File: src/rtl/k423_if_ibuf.sv
// k423_if_ibuf: IF-to-ID instruction buffer with outstanding-request PC tracking,
// credit-based fetch throttling and stale-response dropping after a clear.
`ifndef CORE_ADDR_W
`define CORE_ADDR_W 32
`endif
`ifndef CORE_DATA_W
`define CORE_DATA_W 32
`endif
`ifndef CORE_FETCH_W
`define CORE_FETCH_W `CORE_DATA_W
`endif

module k423_if_ibuf #(
   parameter int IBUF_DEPTH = 4,
   parameter int OST_DEPTH  = 2
) (
   input  logic                     clk_i,
   input  logic                     rst_n_i,
   input  logic                     pcu_clear_if_i,
   input  logic                     if_mem_req_vld_i,
   input  logic                     if_mem_req_rdy_i,
   input  logic [`CORE_ADDR_W-1:0]  if_mem_req_addr_i,
   input  logic                     if_mem_rsp_vld_i,
   input  logic [`CORE_FETCH_W-1:0] if_mem_rsp_rdata_i,
   output logic                     fetch_credit_o,
   output logic                     if_stage_vld_o,
   input  logic                     id_stage_rdy_i,
   output logic [`CORE_ADDR_W-1:0]  pc_o,
   output logic [`CORE_DATA_W-1:0]  inst_o,
   output logic                     rsp_unexp_o
);
   localparam int AW  = `CORE_ADDR_W;
   localparam int DW  = `CORE_DATA_W;
   localparam int IPW = $clog2(IBUF_DEPTH);
   localparam int OPW = (OST_DEPTH > 1) ? $clog2(OST_DEPTH) : 1;
   localparam int ICW = IPW + 1;
   localparam int OCW = $clog2(OST_DEPTH) + 1;
   localparam int SW  = ICW + 1;
   localparam bit OWRAP = (OST_DEPTH > 1);

   logic [AW-1:0]  pcq_q [OST_DEPTH];
   logic [AW-1:0]  pcq_d [OST_DEPTH];
   logic [AW-1:0]  ipc_q [IBUF_DEPTH];
   logic [AW-1:0]  ipc_d [IBUF_DEPTH];
   logic [DW-1:0]  iins_q [IBUF_DEPTH];
   logic [DW-1:0]  iins_d [IBUF_DEPTH];
   logic [OPW-1:0] pwr_q, pwr_d, prd_q, prd_d;
   logic [IPW-1:0] iwr_q, iwr_d, ird_q, ird_d;
   logic [OCW-1:0] ost_cnt_q, ost_cnt_d, drop_cnt_q, drop_cnt_d;
   logic [ICW-1:0] ibuf_cnt_q, ibuf_cnt_d;
   logic           unexp_q, unexp_d;
   logic           req_acc, rsp_acc, rsp_bad, drop, push, pop;

   assign fetch_credit_o = (ost_cnt_q < OCW'(OST_DEPTH)) &&
                           (SW'(ost_cnt_q) + SW'(ibuf_cnt_q) < SW'(IBUF_DEPTH));
   assign req_acc        = if_mem_req_vld_i & if_mem_req_rdy_i & fetch_credit_o;
   assign rsp_bad        = if_mem_rsp_vld_i & (ost_cnt_q == '0);
   assign rsp_acc        = if_mem_rsp_vld_i & (ost_cnt_q != '0);
   assign drop           = rsp_acc & (pcu_clear_if_i | (drop_cnt_q != '0));
   assign push           = rsp_acc & ~drop;
   assign if_stage_vld_o = (ibuf_cnt_q != '0);
   assign pop            = if_stage_vld_o & id_stage_rdy_i;
   assign pc_o           = ipc_q[ird_q];
   assign inst_o         = iins_q[ird_q];
   assign rsp_unexp_o    = unexp_q;

   always_comb begin
      pcq_d = pcq_q;
      if (req_acc) pcq_d[pwr_q] = if_mem_req_addr_i;
      pwr_d = pwr_q + OPW'(req_acc & OWRAP);
      prd_d = prd_q + OPW'(rsp_acc & OWRAP);
      ost_cnt_d = ost_cnt_q + OCW'(req_acc) - OCW'(rsp_acc);
      // a clear condemns everything still in flight after this cycle, which
      // already includes any earlier condemned beats, so it replaces drop_cnt
      drop_cnt_d = pcu_clear_if_i ? ost_cnt_q - OCW'(rsp_acc)
                                  : drop_cnt_q - OCW'(rsp_acc & (drop_cnt_q != '0));
      ipc_d  = ipc_q;
      iins_d = iins_q;
      if (push) begin
         ipc_d[iwr_q]  = pcq_q[prd_q];
         iins_d[iwr_q] = if_mem_rsp_rdata_i;
      end
      iwr_d      = iwr_q + IPW'(push);
      ird_d      = pcu_clear_if_i ? iwr_q : ird_q + IPW'(pop);
      ibuf_cnt_d = pcu_clear_if_i ? '0 : ibuf_cnt_q + ICW'(push) - ICW'(pop);
      unexp_d    = unexp_q | rsp_bad;
   end

   always_ff @(posedge clk_i or negedge rst_n_i) begin
      if (!rst_n_i) begin
         pcq_q      <= '{default: '0};
         ipc_q      <= '{default: '0};
         iins_q     <= '{default: '0};
         pwr_q      <= '0;
         prd_q      <= '0;
         iwr_q      <= '0;
         ird_q      <= '0;
         ost_cnt_q  <= '0;
         drop_cnt_q <= '0;
         ibuf_cnt_q <= '0;
         unexp_q    <= 1'b0;
      end else begin
         pcq_q      <= pcq_d;
         ipc_q      <= ipc_d;
         iins_q     <= iins_d;
         pwr_q      <= pwr_d;
         prd_q      <= prd_d;
         iwr_q      <= iwr_d;
         ird_q      <= ird_d;
         ost_cnt_q  <= ost_cnt_d;
         drop_cnt_q <= drop_cnt_d;
         ibuf_cnt_q <= ibuf_cnt_d;
         unexp_q    <= unexp_d;
      end
   end
endmodule
File: config.mk
export PLATFORM = sky130hd
export DESIGN_NAME = k423_if_ibuf
export DESIGN_NICKNAME = d
export VERILOG_FILES = /design/src/rtl/k423_if_ibuf.sv
export SDC_FILE = /design/constraint.sdc
export NUM_CORES = 1
export LEC_CHECK = 0
export CORE_ASPECT_RATIO = 0.7
export CORE_UTILIZATION = 45
export CTS_CLUSTER_DIAMETER = 120
export CTS_CLUSTER_SIZE = 24
export DETAILED_ROUTE_END_ITERATION = 12
export HOLD_SLACK_MARGIN = 0.05
export PLACE_DENSITY = 0.67
export SLEW_MARGIN = 5
export SYNTH_ARGS = -nofsm -noshare
export SYNTH_HDL_FRONTEND = slang
export SYNTH_SLANG_ARGS = --single-unit
File: constraint.sdc
create_clock -name clk_i -period 2.95 [get_ports clk_i]
set_input_delay 0.295 -clock clk_i [delete_from_list [all_inputs] [get_ports clk_i]]
set_output_delay 0.295 -clock clk_i [all_outputs]
set_load 0.1 [all_outputs]
==> flow_summary.ini, run 1 <==
[status]
status = completed

[logic_synthesis]
ys_seq_area_frac = 0.545
syn_area_um2 = 15300
ys_warn_count = 0
ys.flop_type = dfrtp_1
synth.avg_cell_area_um2 = 17.8
synth_edf_count = 0
yosysMostFrequentCell = dfrtp_1
synth_nets = 943
syn_inst = 862
synth_area_leader_cell = dfrtp_1
ys_top_cells_by_count = dfrtp_1, mux2_4, mux2_2
yosys_register_bits = 334
synthArstFlopShare = 1.00
synthTopCellsByArea = dfrtp_1, mux2_4, mux2_2
yosysTopAreaCellShare = 0.545
synthDistinctLibCells = 34

[place]
dp_hpwl_um = 19700
io_buffers = 137
placed_cells = 1403
gp_congestion = 0.743

[drt]
finalWirelength_um = 31300
ant_nets = 0
route.detailed.drc = 0
drt-pass1-iter-count = 4
num_vias = 7730
via_per_inst = 5.43
wl_per_cell_um = 22.0
drt_iter0_drc = 433

[final_layout]
area_delta_synth_final_pct = 17.6
drive_gt1_frac = 0.546
finalNetCount = 1069
n_antenna_cell = 0
post-route-util = 0.538
layout.cells.non_filler = 1423

[clock_tree]
cts_inserted_buffers = 17
clk_pin_slew_ns = 0.10
htree_num_levels = 1
post_cts_resize_count = 0
clock_latency_ns = 0.50
cts_hold_buffers = 1
cts.path.max_buffers = 3
ctsRootBufferMaster = clkbuf_16
cts_sinks = 334
cts_tree = done
cts_setup_buffers = 0

[sta]
finalSetupViolCount = 0
max_freq_mhz = 381
clock_skew_ns = 0.0133
hold_slack_ns = 0.243
slew_violations = 0
finalHoldViolations = 0
slew_headroom = 0.472
timing.final.crit_share = 0.890
rsz0062_at_grt = no
tightest_slew_ns = 0.792
fin_crit_ns = 2.62

[global_route]
met3_usage = 0.0223
use_met1 = 0.299
gr-usage-met2 = 0.282
grt_max_degree = 88
grt_pass1_wl_um = 51400
grt_use_total = 0.188
antenna_found_initial = 0
grt_overflow_total = 0
grt-busiest-layer = met1
grt_pass1_vias = 8560

[critical_path]
critPathKind = reg -> out
crit_path_start = ird_q[1]
cp_max_fo = 29
r2r_setup_slack_ns = 0.53
cp.required_ns = 2.65
arrival_ns = 2.33
worstSetupStartpointType = flip-flop
end_kind = output port
r2r_start = ibuf_cnt_q[1]

[die]
initial_core_util = 0.458
die_h_um = 156
die_width_um = 223
io_pins = 138
core_area_um2 = 33500
dieArea_um2 = 34800
num_rows = 56

[run]
drv_cap = 0

[min_path]
hold_class = in -> async
==> registers in the layout, indices dropped and copies added, names as in the netlist <==
name         flops
ipc_q          128
pwr_q            1
rsp_unexp_o      1
iins_q         128
ost_cnt_q        2
prd_q            1
drop_cnt_q       2
iwr_q            2
ird_q            2
ibuf_cnt_q       3
pcq_q           64
==> final timing paths <==
kind / endpoint / depth (start not counted)
max: pc_o[0] / 3
min: pcq_q[15] / 2
max reg2reg: pcq_q[31] / 7
min reg2reg: prd_q / 1
max in group asynchronous: ibuf_cnt_q[1] / 3
min in group clk_i: pcq_q[12] / 2
==> cell usage in the layout, fill, tap and decap left out, types with 2 or more instances in the layout <==
cell type          n
dfrtp_1          330
mux2_4           210
mux2_2           142
clkdlybuf4s50_1   69
mux4_2            64
buf_12            47
buf_4             43
clkbuf_16         17
nor2_1             7
inv_1              6
xnor2_1            6
ha_1               6
xor2_1             5
nand2_1            3
o21ai_0            3
nand4b_1           2
ha_2               2
dfrtp_2            2
dfrtp_4            2
==> area by class of cell <==
| class | count | area (µm²) |
|---|---|---|
| timing repair buffer | 161 | 1980 |
| multi-input combinational | 467 | 6660 |
| inverter | 7 | 28.8 |
| sequential | 334 | 8370 |
| clock buffer | 19 | 443 |
| fill | 2667 | 15500 |
| tap | 435 | 544 |
==> critical path, cell delays in order, from the launching register on <==
cell	delay (ns)
dfrtp_4	0.74
buf_4	0.42
mux4_2	0.44
buf_12	0.20
==> through the flow <==
stage | TNS (ns) | instance area, µm² | setup slack [ns]
after global placement | 0 | 17600 | 0.520
after global routing | 0 | 18000 | 0.213
final | 0 | 18000 | 0.325
after floorplan | -10.57 | 15600 | -0.178
after detailed placement | 0 | 17600 | 0.493
after CTS | 0 | 18000 | 0.248
==> logic make-up (layout without fill, tap and decap cells) <==
logic type	count (synthesis)	count (layout)	share of synthesized area
compound gates	7	7	0.00359
xor+xnor	11	11	0.00629
fa+ha+maj	10	10	0.00865
buf+inv	61	187	0.0303
flops	334	334	0.545
mux	417	417	0.397
simple gates	22	22	0.00841
==> routing by layer <==
metal / wire (µm) / part of all wire
met3: 770 / 0.025
met4: 392 / 0.013
met5: 0 / 0
met2: 13800 / 0.44
met1: 16300 / 0.52
Power of run 1 is left out: the tool's default activity adds up to more than one toggle a clock period on the data nets, which glitch-free logic cannot reach.
==> run 2: changes to the inputs <==
--- a/config.mk
+++ b/config.mk
@@ -8,7 +8,7 @@
 export CORE_ASPECT_RATIO = 0.7
 export CORE_UTILIZATION = 45
 export CTS_CLUSTER_DIAMETER = 120
-export CTS_CLUSTER_SIZE = 24
+export CTS_CLUSTER_SIZE = 30
 export DETAILED_ROUTE_END_ITERATION = 12
 export HOLD_SLACK_MARGIN = 0.05
 export PLACE_DENSITY = 0.67
==> run 2 against run 1 <==
Against the previous run: global-route usage down 0.062 points; final cell count about the same; critical path depth unchanged; sequential share of layout area up 0.077 points; wire length down 0.56%; final area down 0.17%.
==> flow_summary.ini, run 2 (synthesis results as in run 1) <==
[status]
status = completed

[critical_path]
arrival_ns = 2.34
worstSetupStartpointType = flip-flop
cp.required_ns = 2.65
cp_max_fo = 29
r2r_setup_slack_ns = 0.53
end_kind = output port
reg2reg_depth = 7
worst_r2r_endpoint = pcq_q[31]
r2r_start = ibuf_cnt_q[1]
critPathKind = reg -> out

[die]
num_rows = 56
initial_core_util = 0.458
dieArea_um2 = 34800
die_h_um = 156
die_width_um = 223
core_area_um2 = 33500
io_pins = 138

[drt]
top_layer = met4
via_per_inst = 5.43
wl_per_cell_um = 21.9
drt-met1-wl_um = 16100
dr_wl_met2_um = 13900
drt-pass1-iter-count = 4
finalWirelength_um = 31100
num_vias = 7726
ant_nets = 0
route.detailed.drc = 0
wl_met3_um = 900
drt_iter0_drc = 405

[place]
io_buffers = 137
dpl_cell_area_um2 = 17600
gp_congestion = 0.743
dp_hpwl_um = 19700
placed_cells = 1403

[final_layout]
n_antenna_cell = 0
layout_common_cells = dfrtp_1, mux2_4, mux2_2, clkdlybuf4s50_1, mux4_2
mostFrequentLayoutCell = dfrtp_1
finalNetCount = 1067
num-fill-cells = 2675
area_delta_synth_final_pct = 17.4
layout.cells.non_filler = 1422
design_area_um2 = 18000
regArea_um2 = 8370
drive_gt1_frac = 0.544
reg_top3 = iins_q x128, ipc_q x128, pcq_q x64
multiInputGateArea_um2 = 6660

[clock_tree]
clock_latency_ns = 0.51
htree_num_levels = 1
ctsRootBufferMaster = clkbuf_16
clk_pin_slew_ns = 0.12
post_cts_resize_count = 0
cts_tree = done
cts.path.max_buffers = 3
cts_sinks = 334
cts_inserted_buffers = 15

[sta]
slew_headroom = 0.476
max_freq_mhz = 380
finalSetupViolCount = 0
tightest_slew_ns = 0.786
slew_violations = 0
finalHoldViolations = 0
fin_crit_ns = 2.63
clock_skew_ns = 0.0390
timing.final.crit_share = 0.892
rsz0062_at_grt = no

[min_path]
hold_class = in -> async

[global_route]
grt_pass1_vias = 8544
grt_use_total = 0.188
grt_overflow_total = 0
grt_max_degree = 88
antenna_found_initial = 0
grt_pass1_wl_um = 51100

[run]
drv_cap = 0
==> run 2: area by class of cell <==
class                           instances  share of cell area
Inverter                                7             0.00160
Clock buffer                           17              0.0213
Multi-Input combinational cell        467               0.370
Clock inverter                          1             0.00167
Sequential cell                       334               0.465
Timing Repair Buffer                  161               0.110
Tap cell                              435              0.0302
==> run 2: routing by layer <==
layer / global-route usage / vias to the layer above
li1: - / 3385
met1: 0.296 / 4227
met2: 0.282 / 100
met3: 0.0272 / 14
met4: 0.0197 / 0
met5: 0 / -
==> run 2: worst max-delay path, stage by stage (launching register included) <==
cell and delay [ns]:
dfrtp_4 0.74, buf_4 0.42, mux4_2 0.44, buf_12 0.20
==> run 2: metrics by stage <==
stage	TNS, ns	util	setup WS, ns	hold slack [ns]
6_report	0	0.537	0.319	0.229
5_1_grt	0	0.537	0.192	0.230
4_1_cts	0	0.537	0.236	0.227
3_5_place_dp	0	0.525	0.493	0.187
3_3_place_gp	0	0.525	0.520	0.185
2_1_floorplan	-10.57	-	-0.178	-0.000591
==> run 2: worst max path at each step <==
stage / endpoint / cells past startpoint / startpoint
2_1_floorplan: pcq_q[10] / 8 / ost_cnt_q[1]
6_report: pc_o[0] / 3 / ird_q[1]
4_1_cts: pc_o[0] / 3 / ird_q[1]
3_3_place_gp: iins_q[64] / 6 / if_mem_rsp_vld_i
5_1_grt: pc_o[0] / 3 / ird_q[1]
3_5_place_dp: iins_q[64] / 6 / if_mem_rsp_vld_i
==> run 2: repair_timing <==
item	CTS	global route
setup endpoints to repair	0	0
hold endpoints to repair	170	0
setup buffers	0	0
hold buffers	1	0
Power of run 2 is left out for the same reason.
==> run 3: changes to the inputs <==
==> constraint.sdc (replaced) <==
create_clock -name clk_i -period 3.1 [get_ports clk_i]
set_input_delay 0.31 -clock clk_i [delete_from_list [all_inputs] [get_ports clk_i]]
set_output_delay 0.31 -clock clk_i [all_outputs]
set_load 0.1 [all_outputs]
==> run 3 against run 2 <==
Against the previous run: die area did not move; highest routed layer unchanged; clock skew rose by 0.0041 ns; worst hold slack improved by 0.13 ns; register-to-register slack improved by 0.04 ns; critical endpoint is now pc_o[31].
==> flow_summary.ini, run 3 (synthesis results as in run 1) <==
[status]
status = completed

[drt]
via_per_inst = 5.38
drt_iter0_drc = 412
drt-pass1-iter-count = 4
wl_per_cell_um = 21.9
finalWirelength_um = 31400
route.detailed.drc = 0
ant_nets = 0
num_vias = 7708

[clock_tree]
cts_setup_buffers = 0
cts_sinks = 334
htree_num_levels = 1
post_cts_resize_count = 0
clk_pin_slew_ns = 0.12
cts.path.max_buffers = 3
clock_latency_ns = 0.52
ctsRootBufferMaster = clkbuf_16
cts_inserted_buffers = 15
cts_hold_buffers = 1
cts_tree = done

[final_layout]
layout_common_cells = dfrtp_1, mux2_4, mux2_2, buf_4, clkdlybuf4s50_1
drive_gt1_frac = 0.550
reg_top3 = iins_q x128, ipc_q x128, pcq_q x64
layout.cells.non_filler = 1434
n_antenna_cell = 0
finalNetCount = 1080
post-route-util = 0.530
mostFrequentLayoutCell = dfrtp_1
num-fill-cells = 2679
area_delta_synth_final_pct = 15.8

[critical_path]
path_buf_inv = 2
worst_path_largest_cell_delay_ns = 0.74
cp_max_fo = 19
r2r_setup_slack_ns = 0.57
r2r_start = ost_cnt_q[1]
critPathKind = reg -> out
arrival_ns = 2.41
cp.required_ns = 2.79
cp.depth = 3
end_kind = output port
worst_r2r_endpoint = pcq_q[4]
cpLargestDelayFamily = flip-flops
worstSetupStartpointType = flip-flop
reg2reg_depth = 7
worstPathCellList = buf_4 > mux4_2 > buf_4
cp_slowest_cell = dfrtp_4
cp_common_cell = buf_4

[die]
io_pins = 138
die_h_um = 156
num_rows = 56
core_area_um2 = 33500
dieArea_um2 = 34800
die_width_um = 223
initial_core_util = 0.458

[global_route]
grt_use_total = 0.188
grt_overflow_total = 0
grt_pass1_vias = 8517
antenna_found_initial = 0
grt_pass1_wl_um = 51000
grt_max_degree = 84

[place]
dp_hpwl_um = 20400
placed_cells = 1416
io_buffers = 137
gp_congestion = 0.732

[min_path]
hold_class = in -> async

[sta]
finalSetupViolCount = 0
slew_headroom = 0.355
timing.final.crit_share = 0.879
fin_crit_ns = 2.72
slew_violations = 0
hold_slack_ns = 0.362
rsz0062_at_grt = no
finalHoldViolations = 0
max_freq_mhz = 367
tightest_slew_ns = 0.964
setup_tns_ns = 0
clock_skew_ns = 0.0431

[run]
drv_cap = 0
==> run 3: per-stage QoR <==
| stage | instance area [µm²] | setup WS, ns |
|---|---|---|
| floorplan | 15600 | -0.0291 |
| global placement | 17300 | 0.621 |
| detailed placement | 17300 | 0.577 |
| CTS | 17700 | 0.295 |
| global route | 17700 | 0.258 |
| finish | 17700 | 0.375 |
==> run 3: worst max-delay path by stage <==
stage,from,to,slack (ns)
3_5_place_dp,ost_cnt_q[1],pcq_q[31],0.58
6_report,ird_q[0],pc_o[31],0.38
3_3_place_gp,ost_cnt_q[1],pcq_q[31],0.62
4_1_cts,ird_q[0],pc_o[31],0.30
5_1_grt,ird_q[0],pc_o[31],0.26
2_1_floorplan,ost_cnt_q[1],pcq_q[10],-0.03
==> run 3: metal layers <==
metal | up-vias | track usage | wire [µm]
met5 | - | 0 | 0
met4 | 0 | 0.0289 | 381
met3 | 22 | 0.0284 | 1040
li1 | 3417 | - | -
met1 | 4166 | 0.284 | 15700
met2 | 103 | 0.293 | 14300
==> run 3: layout make-up <==
class / count / area, µm² / share of cell area
Sequential cell: 334 / 8370 / 0.472
Multi-Input combinational cell: 467 / 6660 / 0.375
Timing Repair Buffer: 174 / 1730 / 0.0975
Tap cell: 435 / 544 / 0.0307
Clock buffer: 16 / 379 / 0.0214
Clock inverter: 1 / 30.0 / 0.00169
Inverter: 7 / 28.8 / 0.00162
Power of run 3 is left out for the same reason.
